`src/rtl/mouse_analog_emu.sv`:
```
// PS/2 mouse packets accumulated into saturating signed analog-stick positions,
// with optional self-centering, inactivity release and hand-back to the real stick.
module mouse_analog_emu #(
  parameter int AXIS_W    = 8,
  parameter int SHIFT     = 1,
  parameter int MAX_STEP  = 10,
  parameter int DECAY_DIV = 4,
  parameter int TIMEOUT   = 0
) (
  input  logic                CLK,
  input  logic                RESET_N,
  input  logic [24:0]         PS2_MOUSE,
  input  logic [2*AXIS_W-1:0] JOY_ANALOG,
  input  logic                HALT,
  input  logic                INVERT_X,
  input  logic                INVERT_Y,
  input  logic                CENTER_EN,
  input  logic                CENTER_TICK,
  output logic [AXIS_W-1:0]   AX,
  output logic [AXIS_W-1:0]   AY,
  output logic [1:0]          BTN,
  output logic                EMU_ACTIVE
);

  localparam int SUM_W = AXIS_W + 2;
  localparam logic signed [9:0]       STEP_HI  = 10'(MAX_STEP);
  localparam logic signed [9:0]       STEP_LO  = -STEP_HI;
  localparam logic signed [SUM_W-1:0] SAT_HI   = SUM_W'((1 << (AXIS_W - 1)) - 1);
  localparam logic signed [SUM_W-1:0] SAT_LO   = ~SAT_HI;
  localparam logic [7:0]              DEC_LAST = 8'(DECAY_DIV - 1);
  localparam logic [15:0]             TO_LIMIT = 16'(TIMEOUT);
  localparam logic                    TO_EN    = (TIMEOUT != 32'sd0);

  typedef enum logic [0:0] {ST_IDLE = 1'b0, ST_MOUSE = 1'b1} state_t;

  state_t                    state_r, state_s;
  logic                      prev_strobe_r;
  logic signed [AXIS_W-1:0]  acc_x_r, acc_x_s, acc_y_r, acc_y_s;
  logic [7:0]                dec_cnt_r, dec_cnt_s;
  logic [15:0]               to_cnt_r, to_cnt_s;
  logic [AXIS_W-1:0]         ax_r, ay_r;
  logic [1:0]                btn_r;
  logic                      active_r;
  logic                      pkt_s, joy_busy_s, timeout_s, decay_step_s, unused_s;

  // Shift, clamp, optionally negate a 9-bit packet delta and add it with saturation.
  function automatic logic signed [AXIS_W-1:0] axis_step(
    input logic signed [AXIS_W-1:0] acc,
    input logic                     sgn,
    input logic [7:0]               mag,
    input logic                     inv
  );
    logic signed [9:0]       d;
    logic signed [SUM_W-1:0] sum;
    logic signed [SUM_W-1:0] res;
    d = $signed({sgn, sgn, mag}) >>> SHIFT;
    if (d > STEP_HI) d = STEP_HI;
    else if (d < STEP_LO) d = STEP_LO;
    if (inv) d = -d;
    sum = SUM_W'(acc) + SUM_W'(d);
    if (sum > SAT_HI) res = SAT_HI;
    else if (sum < SAT_LO) res = SAT_LO;
    else res = sum;
    return res[AXIS_W-1:0];
  endfunction

  // One centering step: a nonzero accumulator moves by 1 toward 0.
  function automatic logic signed [AXIS_W-1:0] toward_zero(input logic signed [AXIS_W-1:0] acc);
    if (acc[AXIS_W-1]) return acc + AXIS_W'(1);
    else if (|acc) return acc - AXIS_W'(1);
    else return acc;
  endfunction

  assign pkt_s      = PS2_MOUSE[24] ^ prev_strobe_r;
  assign joy_busy_s = |JOY_ANALOG;
  assign timeout_s  = TO_EN && (to_cnt_r == TO_LIMIT);
  assign unused_s   = ^{PS2_MOUSE[7:6], PS2_MOUSE[3:2]};

  // Ownership, accumulation, centering and timeout next-state logic.
  always_comb begin
    state_s      = state_r;
    acc_x_s      = acc_x_r;
    acc_y_s      = acc_y_r;
    dec_cnt_s    = dec_cnt_r;
    to_cnt_s     = to_cnt_r;
    decay_step_s = 1'b0;
    case (state_r)
      ST_IDLE: begin
        dec_cnt_s = 8'd0;
        to_cnt_s  = 16'd0;
        if (pkt_s && !joy_busy_s && !HALT) begin
          state_s = ST_MOUSE;
          acc_x_s = axis_step('0, PS2_MOUSE[4], PS2_MOUSE[15:8], INVERT_X);
          acc_y_s = axis_step('0, PS2_MOUSE[5], PS2_MOUSE[23:16], INVERT_Y);
        end else begin
          acc_x_s = '0;
          acc_y_s = '0;
        end
      end
      ST_MOUSE: begin
        if (joy_busy_s || HALT || timeout_s) begin
          state_s   = ST_IDLE;
          acc_x_s   = '0;
          acc_y_s   = '0;
          dec_cnt_s = 8'd0;
          to_cnt_s  = 16'd0;
        end else begin
          if (!CENTER_EN) begin
            dec_cnt_s = 8'd0;
          end else if (CENTER_TICK) begin
            if (dec_cnt_r == DEC_LAST) begin
              dec_cnt_s    = 8'd0;
              decay_step_s = 1'b1;
            end else begin
              dec_cnt_s = dec_cnt_r + 8'd1;
            end
          end else begin
            dec_cnt_s = dec_cnt_r;
          end
          // A packet wins over a coincident centering step.
          if (pkt_s) begin
            acc_x_s = axis_step(acc_x_r, PS2_MOUSE[4], PS2_MOUSE[15:8], INVERT_X);
            acc_y_s = axis_step(acc_y_r, PS2_MOUSE[5], PS2_MOUSE[23:16], INVERT_Y);
          end else if (decay_step_s) begin
            acc_x_s = toward_zero(acc_x_r);
            acc_y_s = toward_zero(acc_y_r);
          end else begin
            acc_x_s = acc_x_r;
            acc_y_s = acc_y_r;
          end
          if (pkt_s) to_cnt_s = 16'd0;
          else if (CENTER_TICK && (to_cnt_r != 16'hFFFF)) to_cnt_s = to_cnt_r + 16'd1;
          else to_cnt_s = to_cnt_r;
        end
      end
      default: begin
        state_s   = ST_IDLE;
        acc_x_s   = '0;
        acc_y_s   = '0;
        dec_cnt_s = 8'd0;
        to_cnt_s  = 16'd0;
      end
    endcase
  end

  // State, accumulator and counter registers; strobe history reloads on reset.
  always_ff @(posedge CLK) begin
    if (!RESET_N) begin
      state_r       <= ST_IDLE;
      prev_strobe_r <= PS2_MOUSE[24];
      acc_x_r       <= '0;
      acc_y_r       <= '0;
      dec_cnt_r     <= 8'd0;
      to_cnt_r      <= 16'd0;
    end else begin
      state_r       <= state_s;
      prev_strobe_r <= PS2_MOUSE[24];
      acc_x_r       <= acc_x_s;
      acc_y_r       <= acc_y_s;
      dec_cnt_r     <= dec_cnt_s;
      to_cnt_r      <= to_cnt_s;
    end
  end

  // Registered output mux between the mouse accumulators and the physical stick.
  always_ff @(posedge CLK) begin
    if (!RESET_N) begin
      ax_r     <= '0;
      ay_r     <= '0;
      btn_r    <= 2'b00;
      active_r <= 1'b0;
    end else if (state_r == ST_MOUSE) begin
      ax_r     <= acc_x_r;
      ay_r     <= acc_y_r;
      btn_r    <= PS2_MOUSE[1:0];
      active_r <= 1'b1;
    end else begin
      ax_r     <= JOY_ANALOG[AXIS_W-1:0];
      ay_r     <= JOY_ANALOG[2*AXIS_W-1:AXIS_W];
      btn_r    <= 2'b00;
      active_r <= 1'b0;
    end
  end

  assign AX         = ax_r;
  assign AY         = ay_r;
  assign BTN        = btn_r;
  assign EMU_ACTIVE = active_r;

endmodule
```
`config.mk`:
```
export PLATFORM = sky130hd
export DESIGN_NAME = mouse_analog_emu
export DESIGN_NICKNAME = d
export VERILOG_FILES = /design/src/rtl/mouse_analog_emu.sv
export SDC_FILE = /design/constraint.sdc
export NUM_CORES = 1
export LEC_CHECK = 0
export ABC_AREA = 1
export CORE_ASPECT_RATIO = 0.8
export CORE_UTILIZATION = 40
export CTS_CLUSTER_DIAMETER = 50
export CTS_CLUSTER_SIZE = 20
export DETAILED_ROUTE_END_ITERATION = 6
export PLACE_DENSITY_LB_ADDON = 0.08
export SLEW_MARGIN = 15
export SYNTH_ARGS = -nofsm -noshare
export SYNTH_HDL_FRONTEND = slang
export SYNTH_SLANG_ARGS = --single-unit
```
`constraint.sdc`:
```
create_clock -name CLK -period 5 [get_ports CLK]
set_input_delay 0.75 -clock CLK [delete_from_list [all_inputs] [get_ports CLK]]
set_output_delay 0.75 -clock CLK [all_outputs]
set_load 0.02 [all_outputs]
```
==> impl_metrics.env <==
export IMPL_syn_nets=781
export IMPL_finalSetupTns_ns=0
export IMPL_synthesis_area_mm2=0.00443
export IMPL_drive_above_1_share_pct=14.0
export IMPL_synthArstFlopShare_pct=0
export IMPL_nNetsFinal=867
export IMPL_cpMaxStageDelayCell="or4_4"
export IMPL_start_util_pct=42.2
export IMPL_period_minus_slack_ns=4.75
export IMPL_rsz0062_at_grt="yes"
export IMPL_startpoint_type="input pin"
export IMPL_dieArea_mm2=0.0115
export IMPL_io_buffers=60
export IMPL_grt_max_degree=36
export IMPL_power_density_mw_per_mm2=188
export IMPL_synth_ff_type="dfxtp_1"
export IMPL_wl_per_cell_um=13.1
export IMPL_cp_max_fo=6
export IMPL_die_w_um=120
export IMPL_crit_required_ns=5.22
export IMPL_syn_avg_cell_area_um2=6.33
export IMPL_relSlewSlack_pct=23.2
export IMPL_core_area_mm2=0.0105
export IMPL_ant_nets=0
export IMPL_grt_pass1_vias=4301
export IMPL_place_hpwl_um=9700
export IMPL_vdd_ir_drop_max_mv=0.183
export IMPL_hold_viol=0
export IMPL_crit_buf_inv=5
export IMPL_synth_seq_area_share_pct=20.3
export IMPL_synth_edf_count=0
export IMPL_yosysUniqueCellTypes=49
export IMPL_hp_class="reg -> reg"
export IMPL_finalWirelength_um=12200
export IMPL_vias=4795
export IMPL_drv_slew=0
export IMPL_cts_sinks=45
export IMPL_fp_dieH_um=96.1
export IMPL_clockBufferDepth=2
export IMPL_final_area_mm2=0.00572
export IMPL_dr_pass1_iters=5
export IMPL_io_pins=67
export IMPL_clk_pin_slew_worst_paths_ns=0.06
export IMPL_drv_cap=0
export IMPL_syn_inst=700
export IMPL_ctsHtreeMaxLevel=2
export IMPL_setup_viol=0
export IMPL_clock_latency_ns=0.29
export IMPL_grt_remaining_overflow=0
export IMPL_finalCritPeriodShare_pct=95.0
export IMPL_cp_arrival_ns=4.97
export IMPL_fmax_ghz=0.211
export IMPL_leakage_nw=2.68
export IMPL_num_rows=33
export IMPL_area_growth_pct=29.0
export IMPL_status="finished clean"
export IMPL_ys_ff_latch=45
export IMPL_placed_area_mm2=0.00539
export IMPL_antenna_found_initial=0
export IMPL_grt_util_all_layers_pct=21.3
export IMPL_critical_path_endpoint_type="flip-flop"
export IMPL_slowest_delay_ns=0.54
export IMPL_nFillCells=1027
export IMPL_grt_first_pass_wirelength_um=20100
export IMPL_yosysWarnings=0
export IMPL_via_per_inst=5.17
export IMPL_first_iter_violations=270
export IMPL_worst_clock_skew_ns=0.00405
export IMPL_n_antenna_cell=0
export IMPL_cts_buffers=5
export IMPL_gp_congestion=0.886
export IMPL_hold_buffers=0
export IMPL_critPathKind="in -> reg"
export IMPL_drc=0
export IMPL_cts_tree="yes"
export IMPL_tightest_slew_ns=1.15
export IMPL_clockRootBuffer="clkbuf_16"
export IMPL_cp_top_family="simple AND/OR/NAND/NOR gates"
export IMPL_timing_hold_ws_ns=0.485
export IMPL_crit_path_frequent_cell="nand2_1"
-- cells by family (layout without fill, tap and decap cells) --
group           count (synthesis)  count (layout)  synth area share, %
compound gates                155             155                 20.0
fa+ha+maj                      33              33                 9.66
flops                          45              45                 20.3
xor+xnor                       31              31                 6.13
simple gates                  311             311                 33.2
buf+inv                       125             212                 10.7
-- cell type report --
class	count	area [um2]	share of cell area, %
Timing Repair Buffer	93	848	14.8
Tap cell	140	175	3.06
Inverter	111	417	7.29
Sequential cell	45	901	15.8
Clock buffer	5	125	2.19
Clock inverter	3	65.1	1.14
Multi-Input combinational cell	530	3180	55.7
-- repair_timing --
action	in CTS	in global routing
endpoints found under the setup margin	0	15
setup buffers	0	1
resized for setup	0	21
-- per-stage QoR --
stage	setup WS [ns]	std cells	util, %	total power [mW]
final	0.250	927	54.5	1.07
after global placement	-0.164	918	51.4	0.636
after detailed placement	-0.189	918	51.4	0.640
after CTS	0.0965	926	53.2	1.07
after floorplan	0.609	700	-	0.533
after global routing	-0.0306	927	54.5	1.13
-- power breakdown --
part | total, mW | switching [mW] | internal (mW) | leakage, nW
Sequential | 0.368 | 0.00208 | 0.366 | 0.367
Clock | 0.425 | 0.139 | 0.285 | 0.0938
Combinational | 0.281 | 0.150 | 0.132 | 2.22
-- flip-flops by register name, indices dropped and copies added (netlist names) --
name	cells
AX	8
AY	8
acc_x_r	8
acc_y_r	8
dec_cnt_r	8
BTN	2
EMU_ACTIVE	1
prev_strobe_r	1
state_r	1
-- final timing paths --
check / from / to / slack (ns) / depth (start not counted)
hold reg to reg: dec_cnt_r[0] / dec_cnt_r[0] / 0.49 / 1
setup / recovery: PS2_MOUSE[21] / acc_y_r[6] / 0.25 / 28
hold / removal: dec_cnt_r[0] / dec_cnt_r[0] / 0.49 / 1
setup reg to reg: acc_x_r[2] / acc_x_r[3] / 2.49 / 14
-- per-layer routing --
layer | up-vias | GRT usage (%) | wire length [um]
li1 | 2491 | - | -
met1 | 2202 | 30.6 | 6160
met2 | 96 | 34.8 | 5480
met3 | 6 | 3.14 | 506
met4 | 0 | 1.98 | 33
met5 | - | 0 | 0
-- placed cells by master, fill, tap and decap left out, types with 3 or more instances in the layout --
| cell type | instances |
|---|---|
| ha_1 | 26 |
| nand2_4 | 3 |
| a21oi_1 | 63 |
| inv_2 | 11 |
| nor3_1 | 11 |
| ha_4 | 4 |
| or2_2 | 4 |
| xnor2_1 | 10 |
| dfxtp_1 | 45 |
| nand3b_1 | 4 |
| nor4_1 | 8 |
| inv_1 | 100 |
| o21ai_2 | 3 |
| nor3_2 | 3 |
| a31oi_1 | 6 |
| clkbuf_16 | 5 |
| o22ai_1 | 3 |
| xor2_1 | 19 |
| buf_4 | 33 |
| nand3_1 | 33 |
| nand3_2 | 7 |
| nand2_2 | 9 |
| o211ai_1 | 5 |
| nand4_1 | 12 |
| nand2_1 | 144 |
| o21ai_4 | 3 |
| clkdlybuf4s50_1 | 60 |
| nor2_1 | 54 |
| o21ai_1 | 5 |
| nor2_2 | 9 |
| a211oi_1 | 3 |
| o21ai_0 | 53 |
-- synthesized netlist by cell type, types with 4 or more instances --
library cell,count,area [um2]
a21oi_1,65,325
a31oi_1,6,37.5
clkbuf_1,11,41.3
dfxtp_1,45,901
ha_1,31,388
inv_1,100,375
inv_2,11,41.3
nand2_1,145,544
nand2_2,8,50.1
nand3_1,34,170
nand3_2,8,80.1
nand3b_1,4,30.0
nand4_1,12,75.1
nor2_1,55,206
nor2_2,8,50.1
nor3_1,12,60.1
nor4_1,8,50.1
o211ai_1,5,37.5
o21ai_0,54,270
o21ai_1,4,20.0
or2_2,4,25.0
xnor2_1,11,96.3
xor2_1,20,175
No activity file was read; power rests on OpenSTA's default activity.
